$ cat src/rtl/gol_pkg.sv
// Shared constants and the reader state encoding for the Game of Life board slice.
package gol_pkg;

    localparam int GOL_ROWS   = 16;
    localparam int GOL_COLS   = 16;
    localparam int GOL_CELLS  = GOL_ROWS * GOL_COLS;
    localparam int ROW_IDX_W  = $clog2(GOL_ROWS);
    localparam int LIVE_CNT_W = $clog2(GOL_CELLS + 1);

    typedef enum logic [1:0] {
        IDLE = 2'd0,
        SEND = 2'd1,
        DONE = 2'd2
    } reader_state_e;

endpackage

$ cat src/rtl/board_row_reader_if.sv
// Row streaming channel: one board row plus its index per valid/ready transfer.
interface board_row_reader_if
    import gol_pkg::*;
#(
    parameter int ROWS = GOL_ROWS,
    parameter int COLS = GOL_COLS
);

    localparam int IDX_W = $clog2(ROWS);

    logic [COLS-1:0]  row_data;
    logic [IDX_W-1:0] row_idx;
    logic             row_valid;
    logic             row_ready;

    modport master (
        output row_data,
        output row_idx,
        output row_valid,
        input  row_ready
    );

    modport slave (
        input  row_data,
        input  row_idx,
        input  row_valid,
        output row_ready
    );

endinterface

$ cat src/rtl/board_row_reader_popcount.sv
// Combinational population count of one board row.
module row_popcount #(
    parameter int COLS  = 16,
    parameter int CNT_W = $clog2(COLS + 1)
) (
    input  logic [COLS-1:0]  row,
    output logic [CNT_W-1:0] count
);

    always_comb begin
        count = '0;
        for (int i = 0; i < COLS; i++) begin
            count = count + CNT_W'(row[i]);
        end
    end

endmodule

$ cat src/rtl/board_row_reader.sv
// Snapshots the live board on start and streams it out one row per handshake.
// Optional live-cell total on live_count when BOARD_READER_POPCOUNT_EN is defined.
//
// state | meaning
// ------+-------------------------------------------------------------
// IDLE  | waiting for start; snapshot and counter hold
// SEND  | presenting snapshot row[row_cnt]; advance on handshake
// DONE  | one-cycle frame_done pulse, then back to IDLE
module board_row_reader
    import gol_pkg::*;
#(
    parameter int ROWS = GOL_ROWS,
    parameter int COLS = GOL_COLS
) (
    input  logic                              clk,
    input  logic                              reset,
    input  logic                              start,
    input  logic [ROWS*COLS-1:0]              board_i,
    output logic                              busy,
    output logic                              frame_done,
`ifdef BOARD_READER_POPCOUNT_EN
    output logic [$clog2(ROWS*COLS+1)-1:0]    live_count,
`endif
    board_row_reader_if.master                row_if
);

    localparam int IDX_W = $clog2(ROWS);
    localparam logic [IDX_W-1:0] LAST_ROW = IDX_W'(ROWS - 1);

    reader_state_e         state, state_nxt;
    logic [IDX_W-1:0]      row_cnt, row_cnt_nxt;
    logic [ROWS*COLS-1:0]  snapshot;
    logic [COLS-1:0]       snap_row;
    logic                  capture;
    logic                  row_valid;
    logic                  handshake;

    assign snap_row  = snapshot[int'(row_cnt)*COLS +: COLS];
    assign handshake = row_valid && row_if.row_ready;

    always_ff @(posedge clk or negedge reset) begin
        if (!reset) begin
            state    <= IDLE;
            row_cnt  <= '0;
            snapshot <= '0;
        end else begin
            state   <= state_nxt;
            row_cnt <= row_cnt_nxt;
            if (capture) begin
                snapshot <= board_i;
            end
        end
    end

    always_comb begin
        state_nxt   = state;
        row_cnt_nxt = row_cnt;
        capture     = 1'b0;
        row_valid   = 1'b0;
        frame_done  = 1'b0;
        case (state)
            IDLE: begin
                if (start) begin
                    capture     = 1'b1;
                    row_cnt_nxt = '0;
                    state_nxt   = SEND;
                end
            end
            SEND: begin
                row_valid = 1'b1;
                if (row_if.row_ready) begin
                    // last row ends the frame; the counter never wraps to 0 here
                    if (row_cnt == LAST_ROW) begin
                        state_nxt = DONE;
                    end else begin
                        row_cnt_nxt = row_cnt + 1'b1;
                    end
                end
            end
            DONE: begin
                frame_done = 1'b1;
                state_nxt  = IDLE;
            end
            default: begin
                state_nxt = IDLE;
            end
        endcase
    end

    assign busy             = (state != IDLE);
    assign row_if.row_valid = row_valid;
    assign row_if.row_data  = row_valid ? snap_row : '0;
    assign row_if.row_idx   = row_valid ? row_cnt  : '0;

`ifdef BOARD_READER_POPCOUNT_EN
    localparam int PC_W = $clog2(COLS + 1);
    localparam int LC_W = $clog2(ROWS*COLS + 1);

    logic [PC_W-1:0] row_pop;
    logic [LC_W-1:0] live_cnt;

    row_popcount #(
        .COLS (COLS)
    ) u_row_popcount (
        .row   (snap_row),
        .count (row_pop)
    );

    always_ff @(posedge clk or negedge reset) begin
        if (!reset) begin
            live_cnt <= '0;
        end else if (capture) begin
            live_cnt <= '0;
        end else if (handshake) begin
            live_cnt <= live_cnt + LC_W'(row_pop);
        end
    end

    assign live_count = live_cnt;
`else
    logic unused_handshake;
    assign unused_handshake = handshake;
`endif

endmodule

$ cat src/flat_wrapper.sv
// flat-port wrapper written by rule: the top's interface ports become plain ports
module board_row_reader_flat import gol_pkg::*;
#(
    parameter int ROWS = GOL_ROWS,
    parameter int COLS = GOL_COLS
)
  (clk, reset, start, board_i, busy, frame_done, row_if_row_data, row_if_row_idx, row_if_row_valid, row_if_row_ready);
  board_row_reader_if #(.ROWS(ROWS), .COLS(COLS)) row_if_i ();
  input  logic clk;
  input  logic reset;
  input  logic start;
  input  logic [ROWS*COLS-1:0] board_i;
  output logic busy;
  output logic frame_done;
  output wire logic [$bits(row_if_i.row_data)-1:0] row_if_row_data;
  output wire logic [$bits(row_if_i.row_idx)-1:0] row_if_row_idx;
  output wire logic [$bits(row_if_i.row_valid)-1:0] row_if_row_valid;
  input wire logic [$bits(row_if_i.row_ready)-1:0] row_if_row_ready;
  assign row_if_row_data = row_if_i.row_data;
  assign row_if_row_idx = row_if_i.row_idx;
  assign row_if_row_valid = row_if_i.row_valid;
  assign row_if_i.row_ready = row_if_row_ready;
  board_row_reader #(.ROWS(ROWS), .COLS(COLS)) u_core (.clk(clk), .reset(reset), .start(start), .board_i(board_i), .busy(busy), .frame_done(frame_done), .row_if(row_if_i));
endmodule
$ cat config.mk
export PLATFORM = sky130hd
export DESIGN_NAME = board_row_reader_flat
export DESIGN_NICKNAME = d
export VERILOG_FILES = /design/src/rtl/gol_pkg.sv /design/src/rtl/board_row_reader_if.sv /design/src/rtl/board_row_reader_popcount.sv /design/src/rtl/board_row_reader.sv /design/src/flat_wrapper.sv
export SDC_FILE = /design/constraint.sdc
export NUM_CORES = 1
export LEC_CHECK = 0
export CORE_AREA = 2 2 168 170
export DETAILED_ROUTE_END_ITERATION = 7
export DIE_AREA = 0 0 170 172
export PLACE_DENSITY = 0.73
export SYNTH_ARGS = -nofsm -noshare
export SYNTH_HDL_FRONTEND = slang
export SYNTH_HIERARCHICAL = 1
export SYNTH_SLANG_ARGS = --single-unit
$ cat constraint.sdc
create_clock -name clk -period 4.12 [get_ports clk]
set_input_delay 0.824 -clock clk [delete_from_list [all_inputs] [get_ports clk]]
set_output_delay 0.824 -clock clk [all_outputs]
set_load 0.01 [all_outputs]
### Word level (Yosys, flattened, before mapping)

Cells that the tools add are included.

* bits in registers: 262
* bits of input ports: 260
* logic and storage cells: 31

* add/sub/neg operators: 1
* eq/ne operators: 7
* shift-type cells: 1
* mux-type cells: 14
* reduce and logical (&&, ||, !) cells: 5

Operators by type and width (count)
* 256-bit by 9-bit variable part select with 16-bit output: 1
* 16-bit 2-to-1 mux: 1
* 4-bit 2-to-1 mux: 4
* 4-bit one-hot mux with 2 select lines: 1
* 2-bit 2-to-1 mux: 3
* 2-bit != test, second input constant: 3
* 4-bit by 1-bit adder with 4-bit output, second input constant: 1
* 4-bit == test, second input constant: 1
* 1-bit 2-to-1 mux: 4
* 2-bit one-hot mux with 2 select lines: 1
* 4-bit AND reduction: 1
* 2-bit nonzero test: 2
* 3-bit AND reduction: 1
* 2-bit by 1-bit == test with 1-bit output, second input constant: 1
* 2-bit == test, second input constant: 1
* 2-bit zero test: 1
* 2-bit by 1-bit != test with 1-bit output, second input constant: 1

### Depth between registers and ports, before layout

Gate-level depths: netlist of the first run.

* word-level depth: 4
* depth in mapped cells: 8
* depth with buffers taken out: 5

### Least setup slack after synthesis of the first run

OpenSTA, ideal clock, no wires.

* path kind: reg2out
* start point: register u_core.row_cnt[1]
* end point: output row_if_row_data[14]
* data arrival time: 1.467 ns
* required time: 3.296 ns
* path slack: 1.829 ns
* cell stages (with the launch flop): 8
* buffers on the path: 3
* cell sequence: dfrtp_1 -> buf_6 -> buf_12 -> buf_12 -> mux4_2 -> mux2_2 -> nand2_1 -> o21ai_1

* word-level cells in the longest chain between the ends: 2

RTL lines
* start: declaration: RTL line board_row_reader.sv:31 `logic [IDX_W-1:0] row_cnt, row_cnt_nxt;`
* start signal: assignment: RTL line board_row_reader.sv:48 `row_cnt <= row_cnt_nxt;`
* 256-bit by 9-bit variable part select with 16-bit output: RTL line board_row_reader.sv:38 `assign snap_row = snapshot[int'(row_cnt)*COLS +: COLS];`
* 16-bit 2-to-1 mux: RTL line board_row_reader.sv:92 `assign row_if.row_data = row_valid ? snap_row : '0;`
* end: declaration: RTL line flat_wrapper.sv:15 `output wire logic [$bits(row_if_i.row_data)-1:0] row_if_row_data;`

No other way between the ends.

### Final worst setup path of the first run

* start point: register u_core.row_cnt[0]
* end point: output row_if_row_data[3]

The elaborated chain is that of the path after synthesis.

==> flow_summary.toml, run 1 <==
[sta]
max_freq_mhz = 251
skew_ns = 0.00619
hold_violations = 0
min_period_ns = 3.99
slew_headroom = 0.207
finalSetupTns_ns = 0
rsz0062_at_grt = "false"
setup_viol = 0
worst_pin_slew_ns = 1.19
hold_ws_ns = 0.256
maxSlewViolCount = 0
period_share = 0.969

[pwr]
power_density_nw_per_um2 = 752
internal_power_mw = 8.00
power_frac_comb = 0.408
power_frac_clock = 0.223
swShare = 0.342
p_total_mw = 12.2
ir_drop_v = 0.000444
seq_power_share = 0.369
p_sw_mw = 4.16
power_leakage_nw = 7.00

[setup_path]
worstSetupPathType = "reg2out"
cp-start-kind = "flip-flop"
crit_fanout = 75
critical-path-top-delay-family = "buffers and inverters"
worstPathRequired_ns = 3.30
cpMaxStageDelayCell = "clkdlybuf4s50_1"
path_buf_inv = 2
critPathArrivalTime_ns = 3.17
r2r_start = "u_core/state[0]"
cpPeakStageDelay_ns = 0.60
cp-startpoint = "u_core/row_cnt[0]"
end_kind = "output pin"
crit_path_cell_trace = "buf_12, mux2i_1, a22oi_1, nand2_1, o21ai_1, clkdlybuf4s50_1"

[clock_tree]
htreeDepth = 1
cts_max_path_buffers = 3
clkLatencyLatePin_ns = 0.54
clock_sinks = 262
ctsHoldBuffers = 0
cts_buffers = 28
cts_tree = "done"
cts_setup_buffers = 0
cts_root_buf = "clkbuf_16"
clk_pin_slew_worst_paths_ns = 0.06

[logic_synthesis]
synth-seq-cells = 262
netlist_area_um2 = 12200
syn_avg_cell_area_um2 = 14.6
yosysSeqAreaShare = 0.536
mappedNetlistNets = 1098
yosysUniqueCellTypes = 34
syn-instance-count = 837
synth-warning-count = 6

[drt]
first_iter_violations = 546
wire_per_inst_um = 22.9
route.detailed.drc = 0
ant_nets = 0
dr.pass1.iters = 4
drt_wl_total_um = 33800
routed-via-count = 7856
vias_per_cell = 5.34

[finish]
fin_nets = 1359
drive_gt1_frac = 0.112
fillers = 2224
area_delta_synth_final_pct = 32.2
fin_cells = 1472
finalInstanceArea_um2 = 16200

[placed_design]
hpwl_um = 24500
placed_area_um2 = 15100
port_buffers = 282
place_congestion = 0.789
place_inst = 1414

[floorplanning]
design.core.area_um2 = 27500
ios = 283
start_util = 0.445
dieHeight_um = 172
die_w_um = 170
fp-row-count = 61
dieArea_um2 = 29200

[grt]
first_global_vias = 8302
grt_pass1_wl_um = 50100
gr-total-overflow = 0
grt.total_usage = 0.230
grt_max_degree = 132
antenna_found_initial = 3

[outcome]
status = "complete, no violations"

[hold_path]
min_path_type = "in2async"

[job]
drv_cap = 0
==> registers in the layout, summed over array words and instances, names as in the netlist <==
name,count
u_core/state,2
u_core/snapshot,256
u_core/row_cnt,4
==> final timing paths <==
kind,to,slack [ns],depth (start not counted)
worst min register to register,u_core/snapshot[144],0.48,1
worst max register to register,u_core/snapshot[129],1.99,4
worst min-delay path,u_core/snapshot[204],0.26,1
min in group clk,u_core/snapshot[144],0.48,1
max in group asynchronous,u_core/snapshot[209],2.77,2
worst max-delay path,row_if_row_data[3],0.13,6
==> cells in the final DEF, fill, tap and decap left out, drive strengths merged <==
cell / n
nor2: 6
mux4: 17
bufinv: 4
a22o: 3
dfrtp: 262
or2: 2
nor2b: 5
and3: 2
buf: 11
nand2: 17
a311oi: 1
mux2i: 95
mux2: 258
a22oi: 47
clkdlybuf4s50: 281
clkinv: 8
nand3: 16
nor3: 1
ha: 1
o21ai: 16
and2: 5
nand2b: 16
diode: 6
clkinvlp: 1
a2111oi: 2
clkbuf: 39
xnor2: 2
inv: 2
==> worst register-to-register path, delay by kind of cell, from the launching register on <==
kind | cells | cell delay, ns
mux | 1 | 0.49
simple gates | 2 | 0.46
buf+inv | 1 | 0.55
flops | 1 | 0.51
==> synth_stat cells (all sizes together) <==
cell type	number	area, um^2
a22oi	47	353
xnor2	2	17.5
nand2	17	63.8
o21ai	16	80.1
nor3	1	5.00
a311oi	1	8.76
nor2b	5	33.8
ha	1	12.5
inv	2	7.51
mux4	17	402
buf	51	470
nor2	6	32.5
mux2i	95	951
nand3	16	85.1
clkbuf	10	41.3
dfrtp	262	6560
a22o	3	26.3
a2111oi	2	30.0
mux2	258	2910
and2	5	31.3
nand2b	16	100
or2	2	15.0
and3	2	12.5
==> power by group through the flow <==
| stage | sequential, mW | clock, mW | combinational, mW |
|---|---|---|---|
| final | 4.49 | 2.71 | 4.97 |
| after global routing | 4.64 | 2.86 | 5.31 |
| after CTS | 4.48 | 2.75 | 5.01 |
| after detailed placement | 4.52 | 0 | 4.98 |
| after global placement | 4.47 | 0 | 4.92 |
| after floorplan | 4.24 | 0 | 3.26 |
==> layout make-up <==
type / instances / area, um^2 / share of cell area
Multi-Input combinational cell: 512 / 5170 / 0.320
Sequential cell: 262 / 6560 / 0.406
Timing Repair Buffer: 292 / 2980 / 0.184
Inverter: 2 / 7.51 / 0.000464
Antenna cell: 6 / 15.0 / 0.000928
Clock inverter: 13 / 168 / 0.0104
Clock buffer: 39 / 843 / 0.0521
Tap cell: 346 / 433 / 0.0268
==> per-layer routing <==
| metal | routed length (um) | global-route usage |
|---|---|---|
| met1 | 14400 | 0.304 |
| met4 | 680 | 0.0598 |
| met5 | 0 | 0 |
| met3 | 2230 | 0.0485 |
| met2 | 16400 | 0.387 |
==> cells by family after synthesis <==
family / after synthesis / synth area share
XOR/XNOR: 2 / 0.00143
adder cells (fa/ha/maj): 1 / 0.00102
buffers and inverters: 63 / 0.0424
AND/OR/NAND/NOR: 70 / 0.0310
multiplexers: 370 / 0.348
flip-flops: 262 / 0.536
AO/OA/AOI/OAI: 69 / 0.0407
==> through the flow <==
step | setup slack, ns | utilization
finish | 0.130 | 0.589
floorplan | 1.83 | -
global placement | 0.403 | 0.551
detailed placement | 0.401 | 0.551
CTS | 0.101 | 0.588
global route | 0.0356 | 0.588
==> repair_timing <==
item | in CTS | in global routing
cloned | 0 | 0
pin swaps | 0 | 0
resized for setup | 1 | 1
setup endpoints to repair | 13 | 4
Power figures use the tool's default switching activity.
==> run 2: changes to the inputs <==
--- a/config.mk
+++ b/config.mk
@@ -9,6 +9,7 @@
 export DETAILED_ROUTE_END_ITERATION = 7
 export DIE_AREA = 0 0 170 172
 export PLACE_DENSITY = 0.73
+export SKIP_CTS_REPAIR_TIMING = 1
 export SYNTH_ARGS = -nofsm -noshare
 export SYNTH_HDL_FRONTEND = slang
 export SYNTH_HIERARCHICAL = 1
==> flow_summary.toml, run 2 (synthesis gave the netlist of run 1 again) <==
[outcome]
status = "complete, no violations"

[finish]
largest-register = "u_core/snapshot"
area_delta_synth_final_pct = 32.2
fillers = 2224
drive_gt1_frac = 0.112
ff_latch_area_um2 = 6560
fin_util = 0.589
final_common_cell = "clkdlybuf4s50_1"
largest_reg_flops = 256
reg_top3 = "u_core/snapshot x256, u_core/row_cnt x4, u_core/state x2"
final_cell_mix = "clkdlybuf4s50_1, dfrtp_1, mux2_1"
multi_input_area_um2 = 5170
fin_cells = 1472
fin_nets = 1359

[setup_path]
r2r_start = "u_core/state[0]"
r2r_cells = 4
worstPathRequired_ns = 3.30
cp-startpoint = "u_core/row_cnt[0]"
cp-start-kind = "flip-flop"
critPathArrivalTime_ns = 3.17
worstSetupPathType = "reg2out"
cpMaxStageDelayCell = "clkdlybuf4s50_1"
end_kind = "output pin"
path_buf_inv = 2
crit_fanout = 75
crit_path_cell_trace = "buf_12, mux2i_1, a22oi_1, nand2_1, o21ai_1, clkdlybuf4s50_1"
path_depth = 6
endpoint = "row_if_row_data[3]"
r2r-end = "u_core/snapshot[129]"
rrSetupSlack_ns = 1.98
critical-path-top-delay-family = "buffers and inverters"
cpPeakStageDelay_ns = 0.60

[clock_tree]
clkLatencyLatePin_ns = 0.54
clock_sinks = 262
htreeDepth = 1
cts_max_path_buffers = 3
cts_tree = "done"
cts_root_buf = "clkbuf_16"
clk_pin_slew_worst_paths_ns = 0.06
cts_buffers = 28

[pwr]
power_density_nw_per_um2 = 752
p_sw_mw = 4.16
ir_drop_v = 0.000444
swShare = 0.342
power_frac_clock = 0.223
internal_power_mw = 8.00
seq_power_share = 0.369
power_frac_comb = 0.408
power_leakage_nw = 7.00

[sta]
max_freq_mhz = 250
fin_ws_ns = 0.125
finalSetupTns_ns = 0
maxSlewViolCount = 0
min_period_ns = 3.99
hold_violations = 0
rsz0062_at_grt = "false"
period_share = 0.970
skew_ns = 0.00687
setup_viol = 0
slew_headroom = 0.180
worst_pin_slew_ns = 1.22

[floorplanning]
dieArea_um2 = 29200
dieHeight_um = 172
ios = 283
die_w_um = 170
start_util = 0.445
fp-row-count = 61
design.core.area_um2 = 27500

[drt]
first_iter_violations = 531
drt_wl_total_um = 33700
wire_per_inst_um = 22.9
routed-via-count = 7894
dr.pass1.iters = 4
route.detailed.drc = 0
ant_nets = 0
vias_per_cell = 5.36

[grt]
grt_max_degree = 132
antenna_found_initial = 3
first_global_vias = 8307
grt_pass1_wl_um = 50100
grt.total_usage = 0.229
gr-total-overflow = 0

[placed_design]
place_congestion = 0.789
post-place-ws_ns = 0.401
hpwl_um = 24500
place_inst = 1414
port_buffers = 282

[hold_path]
min_path_type = "in2async"

[job]
drv_cap = 0
==> run 2: cell counts in the layout (fill, tap and decap cells not counted) <==
Identical to the previous run, type by type.
==> run 2: worst min-delay path by stage <==
stage / end / start / depth (start not counted) / slack, ns
after floorplan: u_core/snapshot[176] / u_core/snapshot[176] / 1 / 0.45
after global placement: u_core/snapshot[211] / u_core/snapshot[211] / 1 / 0.46
after detailed placement: u_core/snapshot[178] / u_core/snapshot[178] / 1 / 0.47
after CTS: u_core/snapshot[203] / reset / 1 / 0.28
after global routing: u_core/snapshot[203] / reset / 1 / 0.30
final: u_core/snapshot[204] / reset / 1 / 0.25
==> run 2: metal layers <==
layer | track usage | up-vias | share of wire
li1 | - | 3583 | -
met1 | 0.304 | 4034 | 0.43
met2 | 0.387 | 233 | 0.49
met3 | 0.0485 | 44 | 0.061
met4 | 0.0598 | 0 | 0.020
met5 | 0 | - | 0
==> run 2: power by group through the flow <==
stage	clock (mW)	combinational (mW)	sequential (mW)
after floorplan	0	3.26	4.24
after global placement	0	4.92	4.47
after detailed placement	0	4.98	4.52
after CTS	2.75	5.01	4.48
after global routing	2.86	5.31	4.64
final	2.71	4.97	4.49
==> run 2: final cells by class <==
cell class	count	share of cell area
antenna	6	0.000928
clock buffer	39	0.0521
clock inverter	13	0.0104
inverter	2	0.000464
multi-input combinational	512	0.320
sequential	262	0.406
tap	346	0.0268
timing repair buffer	292	0.184
==> run 2: per-stage QoR <==
stage               hold WS (ns)  power (mW)  area [um^2]
CTS                        0.279        12.2        16200
floorplan                  0.449        7.49        12200
global placement           0.460        9.40        15100
detailed placement         0.469        9.51        15100
finish                     0.255        12.2        16200
global route               0.303        12.8        16200
==> run 3: changes to the inputs <==
--- a/config.mk
+++ b/config.mk
@@ -9,7 +9,6 @@
 export DETAILED_ROUTE_END_ITERATION = 7
 export DIE_AREA = 0 0 170 172
 export PLACE_DENSITY = 0.73
-export SKIP_CTS_REPAIR_TIMING = 1
 export SYNTH_ARGS = -nofsm -noshare
 export SYNTH_HDL_FRONTEND = slang
 export SYNTH_HIERARCHICAL = 1
==> constraint.sdc (replaced) <==
create_clock -name clk -period 4.5 [get_ports clk]
set_input_delay 0.9 -clock clk [delete_from_list [all_inputs] [get_ports clk]]
set_output_delay 0.9 -clock clk [all_outputs]
set_load 0.01 [all_outputs]
==> flow_summary.toml, run 3 (synthesis gave the netlist of run 1 again) <==
[drt]
wire_per_inst_um = 22.5
drt_wl_total_um = 33000
first_iter_violations = 537
ant_nets = 0
routed-via-count = 7868
vias_per_cell = 5.36
route.detailed.drc = 0
dr.pass1.iters = 5

[floorplanning]
ios = 283
dieArea_um2 = 29200
dieHeight_um = 172
start_util = 0.445
fp-row-count = 61
design.core.area_um2 = 27500
die_w_um = 170

[finish]
area_delta_synth_final_pct = 31.9
ff_latch_area_um2 = 6560
largest-register = "u_core/snapshot"
largest_reg_flops = 256
final_common_cell = "clkdlybuf4s50_1"
reg_top3 = "u_core/snapshot x256, u_core/row_cnt x4, u_core/state x2"
finalInstanceArea_um2 = 16100
fin_nets = 1359
multi_input_area_um2 = 5160
fillers = 2226
final_cell_mix = "clkdlybuf4s50_1, dfrtp_1, mux2_1"
drive_gt1_frac = 0.108

[placed_design]
hpwl_um = 24300
place_congestion = 0.821
port_buffers = 282
placed_area_um2 = 15100

[clock_tree]
clkLatencyLatePin_ns = 0.54
clock_sinks = 262
cts_resized = 0
cts_buffers = 28
cts_setup_buffers = 0
cts_max_path_buffers = 3
htreeDepth = 1
clk_pin_slew_worst_paths_ns = 0.06
cts_root_buf = "clkbuf_16"
cts_tree = "done"
ctsHoldBuffers = 0

[sta]
max_freq_mhz = 239
hold_violations = 0
slew_headroom = 0.229
maxSlewViolCount = 0
skew_ns = 0.00660
worst_pin_slew_ns = 1.15
finalSetupTns_ns = 0
min_period_ns = 4.18
rsz0062_at_grt = "false"
period_share = 0.930
setup_viol = 0

[grt]
grt_max_degree = 155
gr-total-overflow = 0
first_global_vias = 8299
antenna_found_initial = 2
grt_pass1_wl_um = 49400
grt.total_usage = 0.225

[setup_path]
critPathArrivalTime_ns = 3.28
cpPeakStageDelay_ns = 0.96
r2r_cells = 6
cp-start-kind = "flip-flop"
r2r_start = "u_core/row_cnt[1]"
worstPathRequired_ns = 3.60
crit_path_cell_trace = "nor2b_1, a22oi_1, nand2_1, o21ai_1, clkdlybuf4s50_1"
path_buf_inv = 1
end_kind = "output pin"
crit_fanout = 40
cpMaxStageDelayCell = "nor2b_1"
worstSetupPathType = "reg2out"
rrSetupSlack_ns = 2.00
critical-path-top-delay-family = "simple AND/OR/NAND/NOR gates"
r2r-end = "u_core/row_cnt[0]"

[outcome]
status = "complete, no violations"

[pwr]
ir_drop_v = 0.000390
power_density_nw_per_um2 = 687
power_leakage_nw = 6.99

[job]
drv_cap = 0

[hold_path]
min_path_type = "in2async"
-- run 3: routing by layer --
| metal | track usage | vias to the layer above | part of all wire |
|---|---|---|---|
| met5 | 0 | - | 0.00039 |
| met4 | 0.0587 | 2 | 0.023 |
| met3 | 0.0490 | 46 | 0.067 |
| met2 | 0.375 | 237 | 0.48 |
| met1 | 0.302 | 4001 | 0.43 |
| li1 | - | 3582 | - |
-- run 3: layout make-up --
cell class / count / share of cell area
multi-input combinational: 512 / 0.320
tap: 346 / 0.0268
clock inverter: 14 / 0.0130
timing repair buffer: 292 / 0.183
antenna: 1 / 0.000155
clock buffer: 38 / 0.0501
sequential: 262 / 0.407
inverter: 2 / 0.000465
-- run 3: worst max path at each step --
stage	startpoint	to	slack (ns)	cells after the start
2_1_floorplan	u_core/row_cnt[1]	row_if_row_data[14]	2.13	7
3_3_place_gp	u_core/row_cnt[1]	row_if_row_data[0]	0.96	5
3_5_place_dp	u_core/row_cnt[1]	row_if_row_data[0]	0.92	5
4_1_cts	u_core/row_cnt[1]	row_if_row_data[0]	0.33	5
5_1_grt	u_core/state[0]	row_if_row_data[10]	0.15	5
6_report	u_core/row_cnt[1]	row_if_row_data[3]	0.32	5
-- run 3: power by group --
| part | switching [mW] | internal [mW] |
|---|---|---|
| clock | 0.961 | 1.55 |
| combinational | 2.09 | 2.28 |
| sequential | 0.713 | 3.50 |
-- run 3: stage by stage --
step	utilization	power, mW	std cells	setup slack [ns]	hold slack [ns]
after floorplan	-	6.86	837	2.13	0.449
after global placement	0.550	8.54	1414	0.955	0.461
after detailed placement	0.550	8.64	1414	0.919	0.469
after CTS	0.587	11.2	1466	0.333	0.482
after global routing	0.587	11.7	1466	0.154	0.495
final	0.588	11.1	1467	0.317	0.430
-- run 3: worst reg2reg max path, stage by stage, from the launching register on --
cell     delay, ns
dfrtp_4       0.89
buf_4         0.41
ha_1          0.22
and3_1        0.31
nor3_1        0.11
mux2_2        0.27
a22o_1        0.18
